[config.mk]
export PLATFORM = sky130hd
export DESIGN_NAME = ram4k_arbiter_flat
export DESIGN_NICKNAME = d
export VERILOG_FILES = /design/src/rtl/ram4k_arbiter_if.sv /design/src/rtl/ram4k_arbiter.sv /design/src/flat_wrapper.sv
export SDC_FILE = /design/constraint.sdc
export NUM_CORES = 1
export LEC_CHECK = 0
export ABC_AREA = 1
export BUFFER_PORTS_ARGS = -buffer_cell sky130_fd_sc_hd__buf_2
export CAP_MARGIN = 20
export CORE_MARGIN = 2
export CORE_UTILIZATION = 40
export DETAILED_ROUTE_END_ITERATION = 6
export GPL_ROUTABILITY_DRIVEN = 0
export GPL_TIMING_DRIVEN = 0
export HOLD_SLACK_MARGIN = 0.12
export PLACE_DENSITY_LB_ADDON = 0.12
export SKIP_CTS_REPAIR_TIMING = 1
export SLEW_MARGIN = 20
export SYNTH_ARGS = -nofsm -noshare
export SYNTH_HDL_FRONTEND = slang
export SYNTH_SLANG_ARGS = --single-unit
[constraint.sdc]
create_clock -name clk -period 5.2 [get_ports clk]
set_clock_uncertainty 0.15 [all_clocks]
set_input_delay 1.04 -clock clk [delete_from_list [all_inputs] [get_ports clk]]
set_output_delay 1.04 -clock clk [all_outputs]
set_load 0.02 [all_outputs]
[src/rtl/ram4k_arbiter_if.sv]
// Requester-side bus of the shared RAM arbiter: two identical request/grant/read-return ports.
interface ram4k_arbiter_if #(
    parameter int unsigned DATA_W = 16,
    parameter int unsigned ADDR_W = 12
);
    logic              a_req;
    logic              a_we;
    logic [ADDR_W-1:0] a_addr;
    logic [DATA_W-1:0] a_wdata;
    logic              a_gnt;
    logic              a_rvalid;
    logic [DATA_W-1:0] a_rdata;

    logic              b_req;
    logic              b_we;
    logic [ADDR_W-1:0] b_addr;
    logic [DATA_W-1:0] b_wdata;
    logic              b_gnt;
    logic              b_rvalid;
    logic [DATA_W-1:0] b_rdata;

    modport master (
        output a_req, a_we, a_addr, a_wdata,
        input  a_gnt, a_rvalid, a_rdata,
        output b_req, b_we, b_addr, b_wdata,
        input  b_gnt, b_rvalid, b_rdata
    );

    modport slave (
        input  a_req, a_we, a_addr, a_wdata,
        output a_gnt, a_rvalid, a_rdata,
        input  b_req, b_we, b_addr, b_wdata,
        output b_gnt, b_rvalid, b_rdata
    );
endinterface

[src/rtl/ram4k_arbiter.sv]
// Round-robin arbiter for two requesters sharing a single-port RAM, with a full-memory clear sweep.
module ram4k_arbiter #(
    parameter int unsigned DATA_W = 16,
    parameter int unsigned ADDR_W = 12
) (
    input  logic              clk,
    input  logic              rst_n,
    ram4k_arbiter_if.slave    bus,
    input  logic              clr_start,
    output logic              busy,
    output logic              clr_done,
    output logic [DATA_W-1:0] ram_in,
    output logic [ADDR_W-1:0] ram_addr,
    output logic              ram_load,
    input  logic [DATA_W-1:0] ram_out
);

    localparam logic [0:0] ST_IDLE  = 1'b0;
    localparam logic [0:0] ST_CLEAR = 1'b1;

    localparam logic [ADDR_W-1:0] CNT_LAST = {ADDR_W{1'b1}};

    logic [0:0]        state_q, state_d;
    logic [ADDR_W-1:0] cnt_q, cnt_d;
    logic              ptr_q, ptr_d;          // 0: A favoured, 1: B favoured
    logic              clr_done_q, clr_done_d;
    logic              a_rvalid_q, a_rvalid_d;
    logic              b_rvalid_q, b_rvalid_d;
    logic [DATA_W-1:0] a_rdata_q, a_rdata_d;
    logic [DATA_W-1:0] b_rdata_q, b_rdata_d;
    logic [ADDR_W-1:0] last_addr_q, last_addr_d;
    logic [DATA_W-1:0] last_in_q, last_in_d;

    logic arb_en;
    logic a_gnt;
    logic b_gnt;

    // Grants and RAM port steering; rst_n gating keeps grants and loads low during reset.
    always_comb begin
        arb_en   = rst_n && (state_q == ST_IDLE);
        a_gnt    = arb_en && bus.a_req && (!bus.b_req || !ptr_q);
        b_gnt    = arb_en && bus.b_req && (!bus.a_req ||  ptr_q);
        ram_addr = last_addr_q;
        ram_in   = last_in_q;
        ram_load = 1'b0;
        if (state_q == ST_CLEAR) begin
            ram_addr = cnt_q;
            ram_in   = '0;
            ram_load = rst_n;
        end else if (a_gnt) begin
            ram_addr = bus.a_addr;
            ram_in   = bus.a_wdata;
            ram_load = bus.a_we;
        end else if (b_gnt) begin
            ram_addr = bus.b_addr;
            ram_in   = bus.b_wdata;
            ram_load = bus.b_we;
        end
        last_addr_d = ram_addr;
        last_in_d   = ram_in;
    end

    // Next-state, pointer, clear counter and read-return logic.
    always_comb begin
        state_d    = state_q;
        cnt_d      = cnt_q;
        ptr_d      = ptr_q;
        clr_done_d = 1'b0;
        a_rvalid_d = a_gnt && !bus.a_we;
        b_rvalid_d = b_gnt && !bus.b_we;
        a_rdata_d  = a_rvalid_d ? ram_out : a_rdata_q;
        b_rdata_d  = b_rvalid_d ? ram_out : b_rdata_q;
        case (state_q)
            ST_IDLE: begin
                if (a_gnt) begin
                    ptr_d = 1'b1;
                end else if (b_gnt) begin
                    ptr_d = 1'b0;
                end
                if (clr_start) begin
                    state_d = ST_CLEAR;
                    cnt_d   = '0;
                end
            end
            ST_CLEAR: begin
                cnt_d = ADDR_W'(cnt_q + 1'b1);
                if (cnt_q == CNT_LAST) begin
                    state_d    = ST_IDLE;
                    clr_done_d = 1'b1;
                end
            end
            default: begin
                state_d = ST_IDLE;
            end
        endcase
    end

    always_ff @(posedge clk or negedge rst_n) begin
        if (!rst_n) begin
            state_q     <= ST_IDLE;
            cnt_q       <= '0;
            ptr_q       <= 1'b0;
            clr_done_q  <= 1'b0;
            a_rvalid_q  <= 1'b0;
            b_rvalid_q  <= 1'b0;
            a_rdata_q   <= '0;
            b_rdata_q   <= '0;
            last_addr_q <= '0;
            last_in_q   <= '0;
        end else begin
            state_q     <= state_d;
            cnt_q       <= cnt_d;
            ptr_q       <= ptr_d;
            clr_done_q  <= clr_done_d;
            a_rvalid_q  <= a_rvalid_d;
            b_rvalid_q  <= b_rvalid_d;
            a_rdata_q   <= a_rdata_d;
            b_rdata_q   <= b_rdata_d;
            last_addr_q <= last_addr_d;
            last_in_q   <= last_in_d;
        end
    end

    assign bus.a_gnt    = a_gnt;
    assign bus.b_gnt    = b_gnt;
    assign bus.a_rvalid = a_rvalid_q;
    assign bus.b_rvalid = b_rvalid_q;
    assign bus.a_rdata  = a_rdata_q;
    assign bus.b_rdata  = b_rdata_q;
    assign busy         = (state_q == ST_CLEAR);
    assign clr_done     = clr_done_q;

endmodule

[src/flat_wrapper.sv]
// flat-port wrapper written by rule: the top's interface ports become plain ports
module ram4k_arbiter_flat 
#(
    parameter int unsigned DATA_W = 16,
    parameter int unsigned ADDR_W = 12
)
  (clk, rst_n, clr_start, busy, clr_done, ram_in, ram_addr, ram_load, ram_out, bus_a_req, bus_a_we, bus_a_addr, bus_a_wdata, bus_a_gnt, bus_a_rvalid, bus_a_rdata, bus_b_req, bus_b_we, bus_b_addr, bus_b_wdata, bus_b_gnt, bus_b_rvalid, bus_b_rdata);
  ram4k_arbiter_if #(.DATA_W(DATA_W), .ADDR_W(ADDR_W)) bus_i ();
  input  logic clk;
  input  logic rst_n;
  input  logic clr_start;
  output logic busy;
  output logic clr_done;
  output logic [DATA_W-1:0] ram_in;
  output logic [ADDR_W-1:0] ram_addr;
  output logic ram_load;
  input  logic [DATA_W-1:0] ram_out;
  input wire logic [$bits(bus_i.a_req)-1:0] bus_a_req;
  input wire logic [$bits(bus_i.a_we)-1:0] bus_a_we;
  input wire logic [$bits(bus_i.a_addr)-1:0] bus_a_addr;
  input wire logic [$bits(bus_i.a_wdata)-1:0] bus_a_wdata;
  output wire logic [$bits(bus_i.a_gnt)-1:0] bus_a_gnt;
  output wire logic [$bits(bus_i.a_rvalid)-1:0] bus_a_rvalid;
  output wire logic [$bits(bus_i.a_rdata)-1:0] bus_a_rdata;
  input wire logic [$bits(bus_i.b_req)-1:0] bus_b_req;
  input wire logic [$bits(bus_i.b_we)-1:0] bus_b_we;
  input wire logic [$bits(bus_i.b_addr)-1:0] bus_b_addr;
  input wire logic [$bits(bus_i.b_wdata)-1:0] bus_b_wdata;
  output wire logic [$bits(bus_i.b_gnt)-1:0] bus_b_gnt;
  output wire logic [$bits(bus_i.b_rvalid)-1:0] bus_b_rvalid;
  output wire logic [$bits(bus_i.b_rdata)-1:0] bus_b_rdata;
  assign bus_i.a_req = bus_a_req;
  assign bus_i.a_we = bus_a_we;
  assign bus_i.a_addr = bus_a_addr;
  assign bus_i.a_wdata = bus_a_wdata;
  assign bus_a_gnt = bus_i.a_gnt;
  assign bus_a_rvalid = bus_i.a_rvalid;
  assign bus_a_rdata = bus_i.a_rdata;
  assign bus_i.b_req = bus_b_req;
  assign bus_i.b_we = bus_b_we;
  assign bus_i.b_addr = bus_b_addr;
  assign bus_i.b_wdata = bus_b_wdata;
  assign bus_b_gnt = bus_i.b_gnt;
  assign bus_b_rvalid = bus_i.b_rvalid;
  assign bus_b_rdata = bus_i.b_rdata;
  ram4k_arbiter #(.DATA_W(DATA_W), .ADDR_W(ADDR_W)) u_core (.clk(clk), .rst_n(rst_n), .bus(bus_i), .clr_start(clr_start), .busy(busy), .clr_done(clr_done), .ram_in(ram_in), .ram_addr(ram_addr), .ram_load(ram_load), .ram_out(ram_out));
endmodule
==> metrics <==
drt pass-1 iters=4; Place WS=around 0.9 ns; TritonCTS Buffers=9; Core Util, Final=53.0%; total power=around 1600 uW; Post-DP HPWL=7800 um; crit path time final=~4.2 ns; post-route ant nets=0; status=completed; clk root buf=clkbuf_8; proportion of layout cells with a drive suffix above 1=a little under a third; worst path cell trace=buf_4 > buf_16 > inv_1 > nor2_8 > nand3_2 > buf_2 > buf_2 > nand2_1 > nand3_1 > a21oi_1 > buf_2; total grt overflow=0; Final Slew Violations=0; count leader, synth=nand2_1; Std-Cell Rows=35; Synth warnings=0; WP data required=about 4 ns; fin area=approximately 5000 um^2; deepest clock path buffer count=2; Syn Inst Count=about 480; CP most frequent cell=buf_2; prevailing post-synth register cell=dfrtp_1; Period Utilization, post-route=between 80% and 90%; port bufs=145; GRT Overall Usage=between 20% and 30%; Max Clk Rate=236 MHz; HP Class=flop to flop; Area contributors post-synth=dfrtp_1 51%, nand2_1 16%, inv_1 7.7%; Die H=about 100 um; CTS H-tree lvls=3; wirelength, routed=roughly 10,000 um; area leader, netlist=dfrtp_1; clk sinks=77; antenna diode count=0; Worst Setup SP=rst_n; top cell type's share of synthesized area=about half; x dimension of the die=approximately 100 um; syn_nets=561; kind of critical path=input port to output port; CP max stage cell=buf_4; asr flop ratio synth=100%; PnR worst setup slack=just under 1 ns; Mean Syn Cell Area=between 7 and 8 um^2; Synth Register Bits=77; sequential-to-total area share from yosys stat=about half; crit end category=output port; final hold vios=0; P_leak=slightly above 0.003 uW; CTS tree=yes; Via density=around 4.8; via count of the first global-routing pass=about 3,400; Max-slew headroom=roughly three fifths; CP arrival=between 3 and 4 ns; measured slew at the worst slew-check pin=approximately 0.60 ns; number of enable flip-flop cells after synthesis=0; RSZ-0062 raised after global routing=no; Distinct cells, synth=26; boundary pin count=about 150; Cell Pwr Density=332 nW/um^2; maximum vdd drop=between 0.15 and 0.2 mV; placed inst area=4680 um^2; max incr delay on CP=~0.3 ns; Reg clk slew, reported paths=roughly 0.09 ns; nature of the critical path startpoint=input port; Mapped Area=3780 um^2; CP Max Fanout=between 50 and 60; NumNets Final=around 720; initial antenna violation count=0; endpoints failing setup=0; Iteration-0 DRC Markers=160; vias post-DR=roughly 3,600; worst skew pair latency=approximately 0.35 ns; Hold Path Origin=u_core.bus.a_rdata[4]; Area Growth Syn to Fin=28.9%; Initial Util=41.1%; largest net degree at the start of global routing=56; first-pass GRT wire length=between 15,000 and 20,000 um; core area=approximately 9200 um^2; RR Startpoint=u_core.busy; DRC=0; Post-synth top cells=157 x nand2_1, 78 x inv_1, 77 x dfrtp_1; MaxCap Viol Count=0; mean routed wirelength per cell=approximately 14 um; DIE AREA=slightly above 10,000 um^2
-- area by class of cell --
| type | instances | area, um^2 |
|---|---|---|
| fillers | 938 | 4320 |
| flip-flops and latches | 77 | 1930 |
| multi-input cells | 298 | 1410 |
| repair buffers | 146 | 756 |
| inverters | 80 | 300 |
| plain buffers | 26 | 145 |
| well taps | 111 | 139 |
| clock buffers | 10 | 128 |
| clock inverters | 6 | 68.8 |
-- sequential cells by signal, indices dropped and copies added, names as in the netlist --
register,cells
u_core.last_addr_q,12
u_core.bus.a_rvalid,1
u_core.bus.b_rdata,16
u_core.last_in_q,16
u_core.busy,1
u_core.cnt_q,12
u_core.clr_done,1
u_core.bus.b_rvalid,1
u_core.bus.a_rdata,16
u_core.ptr_q,1
-- metal layers --
| layer | part of all wire, % | vias up | global-route usage, % |
|---|---|---|---|
| met1 | 47 | 1688 | 28.5 |
| met3 | 5.8 | 9 | 3.31 |
| li1 | - | 1819 | - |
| met4 | 0.94 | 0 | 6.76 |
| met2 | 46 | 105 | 32.9 |
| met5 | 0 | - | 0 |
-- worst max-delay path, delay by kind of cell --
family / cells / cell delay (ns)
and+or+nand+nor: 4 / 0.41
buffers and inverters: 6 / 1.40
AOI/OAI and AO/OA: 1 / 0.18
-- final timing paths --
| path | to | slack (ns) | cells after the start |
|---|---|---|---|
| min in group asynchronous | u_core.last_in_q[9] | 0.43 | 1 |
| hold reg to reg | u_core.bus.a_rdata[4] | 0.33 | 2 |
| setup reg to reg | u_core.last_addr_q[0] | 3.42 | 8 |
| setup / recovery | ram_addr[0] | 0.97 | 11 |
| max in group asynchronous | u_core.last_addr_q[10] | 3.89 | 2 |
| hold / removal | u_core.bus.a_rdata[4] | 0.33 | 2 |
-- kinds of logic after synthesis --
family,synth area share [%]
adders and majority gates,0.331
DFF,51.0
buffers and inverters,11.8
AOI/OAI and AO/OA,11.7
and+or+nand+nor,25.2
-- layout by cell type, fill, tap and decap left out, drive strengths merged, types with 2 or more instances in the layout --
master and instances:
a21oi 2, buf 159, clkbuf 23, clkinv 3, dfrtp 77, inv 81
nand2 158, nand3 41, nand4 14, nor2 7, nor3 2, o21ai 67
-- per-stage QoR --
| stage | setup TNS (ns) | hold slack (ns) | instances |
|---|---|---|---|
| global placement | -0.0435 | 0.309 | 737 |
| CTS | 0 | 0.336 | 754 |
| global route | 0 | 0.350 | 754 |
| finish | 0 | 0.333 | 754 |
| floorplan | 0 | 0.321 | 481 |
| detailed placement | 0 | 0.313 | 738 |
-- power by group --
group          total (uW)  internal, uW  switching, uW  leakage [uW]
logic                 397           146            251       0.00199
registers             756           695           60.9       0.00100
clock network         464           225            238     0.0000973
total                1620          1070            550       0.00309
No activity file was read; power rests on OpenSTA's default activity.
